## src/rtl/multicycle_control_fsm_if.sv

```systemverilog
`default_nettype none
// ============================================================================
// Module   : multicycle_control_fsm_if
// Purpose  : Decode inputs and control outputs exchanged between the
//            multi-cycle control unit and the datapath.
// Revision : 1.0
// ============================================================================
interface multicycle_control_fsm_if #(
    parameter int CNT_W = 16
);
    logic [3:0]       opcode;
    logic             mode;
    logic             zero;
    logic             mem_ready;

    logic             enable_IF;
    logic             enable_ID;
    logic             enable_EX;
    logic             enable_MEM;
    logic             enable_WB;
    logic [1:0]       RAsrc;
    logic             RBsrc;
    logic             regDst;
    logic             regWr;
    logic             ExtOp;
    logic [1:0]       ALUop;
    logic             memRd;
    logic             memWr;
    logic             PCwrite;
    logic [1:0]       PCsrc;
    logic             illegal;
    logic [CNT_W-1:0] instr_count;

    // Datapath side: supplies decode/status, consumes controls.
    modport master (
        output opcode, mode, zero, mem_ready,
        input  enable_IF, enable_ID, enable_EX, enable_MEM, enable_WB,
        input  RAsrc, RBsrc, regDst, regWr, ExtOp, ALUop,
        input  memRd, memWr, PCwrite, PCsrc, illegal, instr_count
    );

    // Control-unit side.
    modport slave (
        input  opcode, mode, zero, mem_ready,
        output enable_IF, enable_ID, enable_EX, enable_MEM, enable_WB,
        output RAsrc, RBsrc, regDst, regWr, ExtOp, ALUop,
        output memRd, memWr, PCwrite, PCsrc, illegal, instr_count
    );
endinterface
`default_nettype wire

```

## src/rtl/multicycle_control_fsm.sv

```systemverilog
`default_nettype none
// ============================================================================
// Module   : multicycle_control_fsm
// Purpose  : IF/ID/EX/MEM/WB sequencer and control decoder for the 16-bit
//            multi-cycle RISC core, with a retired-instruction counter.
// Revision : 1.0
// ============================================================================
module multicycle_control_fsm #(
    parameter int CNT_W = 16
) (
    input  logic                     clk,
    input  logic                     reset,
    multicycle_control_fsm_if.slave  bus
);
    localparam logic [3:0] c_OP_AND  = 4'h0;
    localparam logic [3:0] c_OP_ADD  = 4'h1;
    localparam logic [3:0] c_OP_SUB  = 4'h2;
    localparam logic [3:0] c_OP_ADDI = 4'h3;
    localparam logic [3:0] c_OP_ANDI = 4'h4;
    localparam logic [3:0] c_OP_LW   = 4'h5;
    localparam logic [3:0] c_OP_SW   = 4'h6;
    localparam logic [3:0] c_OP_BEQ  = 4'h7;
    localparam logic [3:0] c_OP_BNE  = 4'h8;
    localparam logic [3:0] c_OP_JMP  = 4'h9;
    localparam logic [3:0] c_OP_CALL = 4'hA;
    localparam logic [3:0] c_OP_RET  = 4'hB;

    localparam logic [1:0] c_ALU_AND = 2'b00;
    localparam logic [1:0] c_ALU_ADD = 2'b01;
    localparam logic [1:0] c_ALU_SUB = 2'b10;

    localparam logic [1:0] c_PC_NEXT = 2'b00;
    localparam logic [1:0] c_PC_BR   = 2'b01;
    localparam logic [1:0] c_PC_JMP  = 2'b10;
    localparam logic [1:0] c_PC_RET  = 2'b11;

    typedef enum logic [2:0] {
        S_IF  = 3'd0,
        S_ID  = 3'd1,
        S_EX  = 3'd2,
        S_MEM = 3'd3,
        S_WB  = 3'd4
    } state_t;

    state_t           r_state;
    state_t           w_next_state;
    logic [3:0]       r_op_q;
    logic             r_mode_q;
    logic [CNT_W-1:0] r_count;

    logic [3:0] w_op;
    logic       w_mode;
    logic       w_is_alu, w_is_lw, w_is_sw, w_is_beq, w_is_bne, w_is_br;
    logic       w_is_jmp, w_is_call, w_is_ret, w_is_ill;
    logic       w_taken;

    logic [4:0] w_en;
    logic [1:0] w_rasrc;
    logic       w_rbsrc, w_regdst, w_regwr, w_extop;
    logic [1:0] w_aluop;
    logic       w_memrd, w_memwr, w_pcwrite;
    logic [1:0] w_pcsrc;
    logic       w_illegal;

    always_ff @(posedge clk) begin
        if (reset) begin
            r_state  <= S_IF;
            r_op_q   <= 4'hF;
            r_mode_q <= 1'b0;
            r_count  <= '0;
        end else begin
            r_state <= w_next_state;
            if (r_state == S_ID) begin
                r_op_q   <= bus.opcode;
                r_mode_q <= bus.mode;
            end
            if (w_pcwrite) begin
                r_count <= r_count + 1'b1;
            end
        end
    end

    // Decode follows the live opcode only while in ID; later stages use the
    // captured copy so the ID-stage bus may change freely.
    always_comb begin
        w_op      = (r_state == S_ID) ? bus.opcode : r_op_q;
        w_mode    = (r_state == S_ID) ? bus.mode   : r_mode_q;
        w_is_alu  = (w_op <= c_OP_ANDI);
        w_is_lw   = (w_op == c_OP_LW);
        w_is_sw   = (w_op == c_OP_SW);
        w_is_beq  = (w_op == c_OP_BEQ);
        w_is_bne  = (w_op == c_OP_BNE);
        w_is_br   = w_is_beq | w_is_bne;
        w_is_jmp  = (w_op == c_OP_JMP);
        w_is_call = (w_op == c_OP_CALL);
        w_is_ret  = (w_op == c_OP_RET);
        w_is_ill  = (w_op[3:2] == 2'b11);
        w_taken   = (w_is_beq & bus.zero) | (w_is_bne & ~bus.zero);
    end

    always_comb begin
        w_next_state = r_state;
        case (r_state)
            S_IF:  w_next_state = S_ID;
            S_ID:  w_next_state = (w_is_alu | w_is_lw | w_is_sw | w_is_br) ? S_EX : S_IF;
            S_EX: begin
                if (w_is_alu) begin
                    w_next_state = S_WB;
                end else if (w_is_lw | w_is_sw) begin
                    w_next_state = S_MEM;
                end else begin
                    w_next_state = S_IF;
                end
            end
            S_MEM: begin
                if (bus.mem_ready) begin
                    w_next_state = w_is_lw ? S_WB : S_IF;
                end
            end
            S_WB:    w_next_state = S_IF;
            default: w_next_state = S_IF;
        endcase
    end

    always_comb begin
        w_en      = 5'b00000;
        w_rasrc   = 2'b00;
        w_rbsrc   = 1'b0;
        w_regdst  = 1'b0;
        w_regwr   = 1'b0;
        w_extop   = 1'b0;
        w_aluop   = c_ALU_AND;
        w_memrd   = 1'b0;
        w_memwr   = 1'b0;
        w_pcwrite = 1'b0;
        w_pcsrc   = c_PC_NEXT;
        w_illegal = 1'b0;

        if (!reset) begin
            case (r_state)
                S_IF:    w_en = 5'b10000;
                S_ID:    w_en = 5'b01000;
                S_EX:    w_en = 5'b00100;
                S_MEM:   w_en = 5'b00010;
                S_WB:    w_en = 5'b00001;
                default: w_en = 5'b10000;
            endcase

            if (r_state != S_IF) begin
                w_rasrc  = w_is_ret ? 2'b10 : 2'b00;
                w_rbsrc  = w_is_sw | w_is_br;
                w_regdst = w_is_call;
                w_extop  = w_is_lw | w_is_sw |
                           (((w_op == c_OP_ADDI) | (w_op == c_OP_ANDI)) & w_mode);
                if ((w_op == c_OP_ADD) | (w_op == c_OP_ADDI) | w_is_lw | w_is_sw) begin
                    w_aluop = c_ALU_ADD;
                end else if ((w_op == c_OP_SUB) | w_is_br) begin
                    w_aluop = c_ALU_SUB;
                end else begin
                    w_aluop = c_ALU_AND;
                end
            end

            // PCwrite marks the last cycle of every instruction.
            case (r_state)
                S_ID: begin
                    w_regwr   = w_is_call;
                    w_illegal = w_is_ill;
                    if (w_is_jmp | w_is_call | w_is_ret | w_is_ill) begin
                        w_pcwrite = 1'b1;
                        if (w_is_jmp | w_is_call) begin
                            w_pcsrc = c_PC_JMP;
                        end else if (w_is_ret) begin
                            w_pcsrc = c_PC_RET;
                        end
                    end
                end
                S_EX: begin
                    if (w_is_br) begin
                        w_pcwrite = 1'b1;
                        w_pcsrc   = w_taken ? c_PC_BR : c_PC_NEXT;
                    end
                end
                S_MEM: begin
                    w_memrd   = w_is_lw;
                    w_memwr   = w_is_sw;
                    w_pcwrite = w_is_sw & bus.mem_ready;
                end
                S_WB: begin
                    w_regwr   = w_is_alu | w_is_lw;
                    w_pcwrite = 1'b1;
                end
                default: ;
            endcase
        end
    end

    assign bus.enable_IF   = w_en[4];
    assign bus.enable_ID   = w_en[3];
    assign bus.enable_EX   = w_en[2];
    assign bus.enable_MEM  = w_en[1];
    assign bus.enable_WB   = w_en[0];
    assign bus.RAsrc       = w_rasrc;
    assign bus.RBsrc       = w_rbsrc;
    assign bus.regDst      = w_regdst;
    assign bus.regWr       = w_regwr;
    assign bus.ExtOp       = w_extop;
    assign bus.ALUop       = w_aluop;
    assign bus.memRd       = w_memrd;
    assign bus.memWr       = w_memwr;
    assign bus.PCwrite     = w_pcwrite;
    assign bus.PCsrc       = w_pcsrc;
    assign bus.illegal     = w_illegal;
    assign bus.instr_count = reset ? '0 : r_count;
endmodule
`default_nettype wire

```

## src/flat_wrapper.sv

```systemverilog
// flat-port wrapper written by rule: the top's interface ports become plain ports
module multicycle_control_fsm_flat 
#(
    parameter int CNT_W = 16
)
  (clk, reset, bus_opcode, bus_mode, bus_zero, bus_mem_ready, bus_enable_IF, bus_enable_ID, bus_enable_EX, bus_enable_MEM, bus_enable_WB, bus_RAsrc, bus_RBsrc, bus_regDst, bus_regWr, bus_ExtOp, bus_ALUop, bus_memRd, bus_memWr, bus_PCwrite, bus_PCsrc, bus_illegal, bus_instr_count);
  multicycle_control_fsm_if #(.CNT_W(CNT_W)) bus_i ();
  input  logic clk;
  input  logic reset;
  input wire logic [$bits(bus_i.opcode)-1:0] bus_opcode;
  input wire logic [$bits(bus_i.mode)-1:0] bus_mode;
  input wire logic [$bits(bus_i.zero)-1:0] bus_zero;
  input wire logic [$bits(bus_i.mem_ready)-1:0] bus_mem_ready;
  output wire logic [$bits(bus_i.enable_IF)-1:0] bus_enable_IF;
  output wire logic [$bits(bus_i.enable_ID)-1:0] bus_enable_ID;
  output wire logic [$bits(bus_i.enable_EX)-1:0] bus_enable_EX;
  output wire logic [$bits(bus_i.enable_MEM)-1:0] bus_enable_MEM;
  output wire logic [$bits(bus_i.enable_WB)-1:0] bus_enable_WB;
  output wire logic [$bits(bus_i.RAsrc)-1:0] bus_RAsrc;
  output wire logic [$bits(bus_i.RBsrc)-1:0] bus_RBsrc;
  output wire logic [$bits(bus_i.regDst)-1:0] bus_regDst;
  output wire logic [$bits(bus_i.regWr)-1:0] bus_regWr;
  output wire logic [$bits(bus_i.ExtOp)-1:0] bus_ExtOp;
  output wire logic [$bits(bus_i.ALUop)-1:0] bus_ALUop;
  output wire logic [$bits(bus_i.memRd)-1:0] bus_memRd;
  output wire logic [$bits(bus_i.memWr)-1:0] bus_memWr;
  output wire logic [$bits(bus_i.PCwrite)-1:0] bus_PCwrite;
  output wire logic [$bits(bus_i.PCsrc)-1:0] bus_PCsrc;
  output wire logic [$bits(bus_i.illegal)-1:0] bus_illegal;
  output wire logic [$bits(bus_i.instr_count)-1:0] bus_instr_count;
  assign bus_i.opcode = bus_opcode;
  assign bus_i.mode = bus_mode;
  assign bus_i.zero = bus_zero;
  assign bus_i.mem_ready = bus_mem_ready;
  assign bus_enable_IF = bus_i.enable_IF;
  assign bus_enable_ID = bus_i.enable_ID;
  assign bus_enable_EX = bus_i.enable_EX;
  assign bus_enable_MEM = bus_i.enable_MEM;
  assign bus_enable_WB = bus_i.enable_WB;
  assign bus_RAsrc = bus_i.RAsrc;
  assign bus_RBsrc = bus_i.RBsrc;
  assign bus_regDst = bus_i.regDst;
  assign bus_regWr = bus_i.regWr;
  assign bus_ExtOp = bus_i.ExtOp;
  assign bus_ALUop = bus_i.ALUop;
  assign bus_memRd = bus_i.memRd;
  assign bus_memWr = bus_i.memWr;
  assign bus_PCwrite = bus_i.PCwrite;
  assign bus_PCsrc = bus_i.PCsrc;
  assign bus_illegal = bus_i.illegal;
  assign bus_instr_count = bus_i.instr_count;
  multicycle_control_fsm #(.CNT_W(CNT_W)) u_core (.clk(clk), .reset(reset), .bus(bus_i));
endmodule
```

## config.mk

```make
export PLATFORM = sky130hd
export DESIGN_NAME = multicycle_control_fsm_flat
export DESIGN_NICKNAME = d
export VERILOG_FILES = /design/src/rtl/multicycle_control_fsm_if.sv /design/src/rtl/multicycle_control_fsm.sv /design/src/flat_wrapper.sv
export SDC_FILE = /design/constraint.sdc
export NUM_CORES = 1
export LEC_CHECK = 0
export BUFFER_PORTS_ARGS = -buffer_cell sky130_fd_sc_hd__buf_2
export CAP_MARGIN = 30
export CELL_PAD_IN_SITES_DETAIL_PLACEMENT = 1
export CELL_PAD_IN_SITES_GLOBAL_PLACEMENT = 2
export CORE_UTILIZATION = 33
export CTS_BUF_LIST = sky130_fd_sc_hd__clkbuf_8
export CTS_CLUSTER_DIAMETER = 80
export CTS_CLUSTER_SIZE = 12
export DETAILED_ROUTE_END_ITERATION = 8
export PLACE_DENSITY = 0.86
export SYNTH_ARGS = -nofsm -noshare
export SYNTH_HDL_FRONTEND = slang
export SYNTH_SLANG_ARGS = --single-unit
```

## constraint.sdc

```tcl
create_clock -name clk -period 4.32 [get_ports clk]
set_input_delay 0.648 -clock clk [delete_from_list [all_inputs] [get_ports clk]]
set_output_delay 0.648 -clock clk [all_outputs]
set_load 0.005 [all_outputs]
```

* After elaboration in Yosys (flattened, before gate mapping)
Cells that the tools add are included.
Operators by class: add/subtract/negate cells 1, magnitude comparators 1, eq/ne operators 17, multiplexer cells 43, bitwise logic cells 21, reduce and logical (&&, ||, !) cells 2
Operators with widths (number):
- $mux W2 | 14
- $pmux W5 S4 | 1
- $mux W1 | 18
- $add A16 B1 Y16 const B | 1
- $eq A4 B3 Y1 const B | 4
- $eq A4 B4 Y1 const B | 4
- $mux W16 | 1
- $or A1 B1 Y1 | 16
- $pmux W3 S4 | 1
- $mux W3 | 3
- $eq A4 B2 Y1 const B | 2
- $eq A3 B2 Y1 const B | 2
- $mux W5 | 1
- $and A1 B1 Y1 | 4
- $eq A4 B1 Y1 const B | 1
- $le A4 B3 Y1 const B | 1
- $mux W4 | 1
- $pmux W1 S4 | 1
- $pmux W2 S2 | 1
- $eq A3 B1 Y1 const B | 1
- $eq A3 B3 Y1 const B | 1
- $logic_not A3 Y1 | 1
- $reduce_bool A3 Y1 | 1
- $eq A2 B2 Y1 const B | 1
- other kinds (3) | 3
Word-level totals: register bits after elaboration 24, input bits 9, output and inout bits 35, word-level logic and storage cells 89

* Depth between registers and ports, before layout
word-level depth 9, depth in mapped cells 8, mapped depth without buffers 5

* Worst setup path before layout
OpenSTA, ideal clock, no wires.
path kind register -> output, start register u_core.r_state[1], end output port bus_ALUop[1], arrival time 1787 ps, data required time 3672 ps, setup slack 1885 ps, stages on the path, launching flop included 8, buffers on the path 2, cells stage by stage dfxtp_1 buf_2 nor3b_1 buf_2 mux2i_1 xor2_1 nand3b_1 a21oi_1
On the way: longest elaborated chain between the ends 9
Ends and longest elaborated chain:
- start: declaration | RTL line multicycle_control_fsm.sv:45 | state_t r_state;
- start signal: assignment | RTL line multicycle_control_fsm.sv:72 | r_state <= w_next_state;
- $eq A3 B1 Y1 | RTL line multicycle_control_fsm.sv:86 | w_op = (r_state == S_ID) ? bus.opcode : r_op_q;
- $mux W4 | RTL line multicycle_control_fsm.sv:86
- $eq A4 B3 Y1, or another cell as far along | RTL line multicycle_control_fsm.sv:91 | w_is_beq = (w_op == c_OP_BEQ);
- $or A1 B1 Y1 (on tied branches) | RTL line multicycle_control_fsm.sv:93, multicycle_control_fsm.sv:155
- $or A1 B1 Y1 (on tied branches) | RTL line multicycle_control_fsm.sv:157, multicycle_control_fsm.sv:155
- $mux W2 or $or A1 B1 Y1 (tied branches) | RTL line multicycle_control_fsm.sv:157, multicycle_control_fsm.sv:155
- $mux W2 | RTL line multicycle_control_fsm.sv:155 | if ((w_op == c_OP_ADD) | (w_op == c_OP_ADDI) | w_is_lw | w_is_sw) begin
- $mux W2 * | RTL line multicycle_control_fsm.sv:149 | if (r_state != S_IF) begin
- $mux W2 * | RTL line multicycle_control_fsm.sv:139 | if (!reset) begin
- end: declaration | RTL line flat_wrapper.sv:24 | output wire logic [$bits(bus_i.ALUop)-1:0] bus_ALUop;
Every way passes the cells marked *; elsewhere a longest branch is shown, timed or not.

* Worst setup path in the final report
start register u_core.r_state[0], end output port bus_ExtOp
On the way: longest elaborated chain between the ends 8
Ends and longest elaborated chain:
- $eq A3 B1 Y1 | RTL line multicycle_control_fsm.sv:86, multicycle_control_fsm.sv:87
- $mux W4 | RTL line multicycle_control_fsm.sv:86
- $eq A4 B2 Y1 or $eq A4 B3 Y1 (tied branches) | RTL line multicycle_control_fsm.sv:154 | (((w_op == c_OP_ADDI) | (w_op == c_OP_ANDI)) & w_mode);
- $or A1 B1 Y1 | RTL line multicycle_control_fsm.sv:154
- $and A1 B1 Y1 | RTL line multicycle_control_fsm.sv:154
- $or A1 B1 Y1 | RTL line multicycle_control_fsm.sv:153 | w_extop = w_is_lw | w_is_sw |
- $mux W1 * | RTL line multicycle_control_fsm.sv:149
- $mux W1 * | RTL line multicycle_control_fsm.sv:139
- end: declaration | RTL line flat_wrapper.sv:23 | output wire logic [$bits(bus_i.ExtOp)-1:0] bus_ExtOp;
Marked as above.

==> flow_metrics.py <==
metrics = {
    "status": {
        "status": "completed",
    },
    "cts": {
        "clock-sinks": 24,
        "clockBufferDepth": 2,
        "h-tree-depth": 1,
        "cts_tree": "yes",
        "postCtsResizedCells": 0,
        "cts-root-buf": "clkbuf_8",
        "cts_buffers": 3,
        "hold_buffers": 0,
        "clk_latency_ns": 0.27,
        "clkTransAtPathRegs_ns": 0.08,
        "cts_setup_buffers": 0,
    },
    "floorplan": {
        "io_pins": 44,
        "dieArea_um2": 5430,
        "core-area_um2": 4820,
        "rows": 25,
        "start_util": 0.352,
        "die_x_um": 73.7,
        "die_h_um": 73.7,
    },
    "placement": {
        "place_congestion": 0.842,
        "dp_hpwl_um": 3420,
        "port_buffers": 42,
        "pre_cts_ws_ns": 1.45,
    },
    "finish": {
        "antenna_cells": 0,
        "area.growth.synth_to_final_pct": 16.6,
        "final_cell_mix": "buf_2 (42), nor2_1 (27), dfxtp_1 (24), nor2b_1 (19), nand2_1 (16)",
        "layout.nets": 267,
        "drive_gt1_frac": 0.230,
        "nFillCells": 635,
        "regArea_um2": 480,
        "multi_input_area_um2": 1110,
        "fin_util": 0.410,
        "layout_commonest_cell": "buf_2",
    },
    "synth": {
        "yosysSeqAreaShare": 0.283,
        "synth-seq-cells": 24,
        "netlist_area_um2": 1700,
        "synth_edf_count": 0,
        "synthTopCellsByArea": "dfxtp_1 (28%), nor2b_1 (7.0%), nor2_1 (6.0%)",
        "ys.warnings.count": 0,
        "syn-instance-count": 222,
        "syn-num-nets": 232,
        "syn_area_per_cell_um2": 7.64,
        "synth_top_area_share": 0.283,
        "synth_largest_area_cell": "dfxtp_1",
        "synth-main-ff-cell": "dfxtp_1",
        "async_reset_ff_frac": 0,
        "ys_types": 49,
    },
    "global_route": {
        "grt_pass1_wl_um": 7520,
        "grt_antenna_before_repair": 0,
        "grt_overflow": 0,
        "grt_pass1_vias": 1604,
        "grtUsageTotal": 0.178,
        "grt_max_degree": 44,
    },
    "timing": {
        "finalWorstSetupSlack_ns": 1.13,
        "worst_pin_slew_ns": 0.677,
        "min_period_over_period": 0.738,
        "hold_viol": 0,
        "maxSlewViolCount": 0,
        "hold_ws_ns": 0.483,
        "rsz0062_at_grt": "no",
        "finalSetupViolCount": 0,
        "fin_setup_tns_ns": 0,
        "fmax_ghz": 0.314,
        "maxSlewHeadroom": 0.549,
        "fin_crit_ns": 3.19,
        "fin_skew_ns": 0.00297,
    },
    "routing": {
        "final_antenna_net_count": 0,
        "wl_per_cell_um": 14.0,
        "drt_iter0_drc": 60,
        "met1_length_um": 2180,
        "wl_met2_um": 2090,
        "top_layer_used": "met4",
        "viasPerCell": 5.18,
        "drc_errors": 0,
        "vias": 1674,
        "drt_wl_total_um": 4520,
        "wl_met3_um": 134,
        "firstDrtPassIters": 4,
    },
    "power": {
        "vdd_drop_max_mv": 0.122,
        "p_leak_nw": 0.824,
        "finalPower_uw": 485,
        "powerDensity_nw_per_um2": 246,
    },
    "setup_path": {
        "arrival_ns": 2.54,
        "cp-start-kind": "flip-flop",
        "critPathRequiredTime_ns": 3.67,
        "worstSetupEndpointType": "output port",
        "crit_type": "reg2out",
        "cp_max_fo": 21,
    },
    "min_path": {
        "min_path_type": "reg2reg",
    },
    "flow_run": {
        "drv_cap": 0,
    },
}
[final timing paths]
path / start / end / slack [ns] / depth (start not counted)
worst max-delay path: u_core.r_state[0]$_SDFFE_PP0P_ / bus_ExtOp / 1.13 / 6
worst min-delay path: u_core.r_count[15]$_SDFFE_PP0P_ / u_core.r_count[15]$_SDFFE_PP0P_ / 0.48 / 2
worst max register to register: u_core.r_state[0]$_SDFFE_PP0P_ / u_core.r_count[10]$_SDFFE_PP0P_ / 1.78 / 6
worst min register to register: u_core.r_count[15]$_SDFFE_PP0P_ / u_core.r_count[15]$_SDFFE_PP0P_ / 0.48 / 2
[layer usage]
metal	global-route usage	vias up
met5	0	-
met4	0.0705	0
met3	0.0165	9
met2	0.294	33
met1	0.240	783
li1	-	849
[critical path, cell delays in order, from the launching register on]
cell and delay (ns):
dfxtp_1 0.70, nor3b_2 0.26, buf_4 0.26, mux2_2 0.42, or3_1 0.36, a21oi_1 0.14
buf_2 0.12
[cell usage after synthesis, types with 2 or more instances]
master / instances
nand3b_1: 5
mux2i_1: 5
or4_1: 5
nor4_1: 2
dfxtp_1: 24
nand2b_1: 7
buf_2: 4
nor2b_1: 19
xor2_1: 3
and3_1: 4
inv_1: 5
nand3_1: 8
nor3_1: 7
o21ai_0: 15
mux2_1: 2
a31oi_1: 3
or3_1: 6
mux2_2: 6
a21oi_1: 11
buf_4: 2
nor3b_1: 4
o22ai_1: 2
buf_6: 3
clkbuf_1: 4
nor2_1: 27
nand2_1: 16
[layout make-up]
cell class / count / share of cell area
multi-input combinational: 179 / 0.563
sequential: 24 / 0.243
timing repair buffer: 44 / 0.114
tap: 67 / 0.0424
clock buffer: 4 / 0.0278
inverter: 5 / 0.00949
[metrics by stage]
step | std cells | instance area, um^2
after floorplan | 222 | 1700
after global placement | 319 | 1920
after detailed placement | 319 | 1920
after CTS | 323 | 1980
after global routing | 323 | 1980
final | 323 | 1980
[cell families after synthesis]
logic type                 Yosys count  synth area share
adders and majority gates            1           0.00738
other                                1           0.00221
DFF                                 24             0.283
muxes                               13            0.0827
and+or+nand+nor                    121             0.403
xor gates and xnor gates             4            0.0207
AOI/OAI and AO/OA                   39             0.138
buffers and inverters               19            0.0627
[power by group]
part | internal, mW | switching (mW)
clock | 0.0814 | 0.0713
sequential | 0.227 | 0.0141
combinational | 0.0368 | 0.0548
[state kept, by name (all words and copies together) (netlist names)]
| name | flops |
|---|---|
| u_core.r_mode_q | 1 |
| u_core.r_count | 16 |
| u_core.r_state | 3 |
| u_core.r_op_q | 4 |
Note: power is estimated with default switching activity, not from simulation.
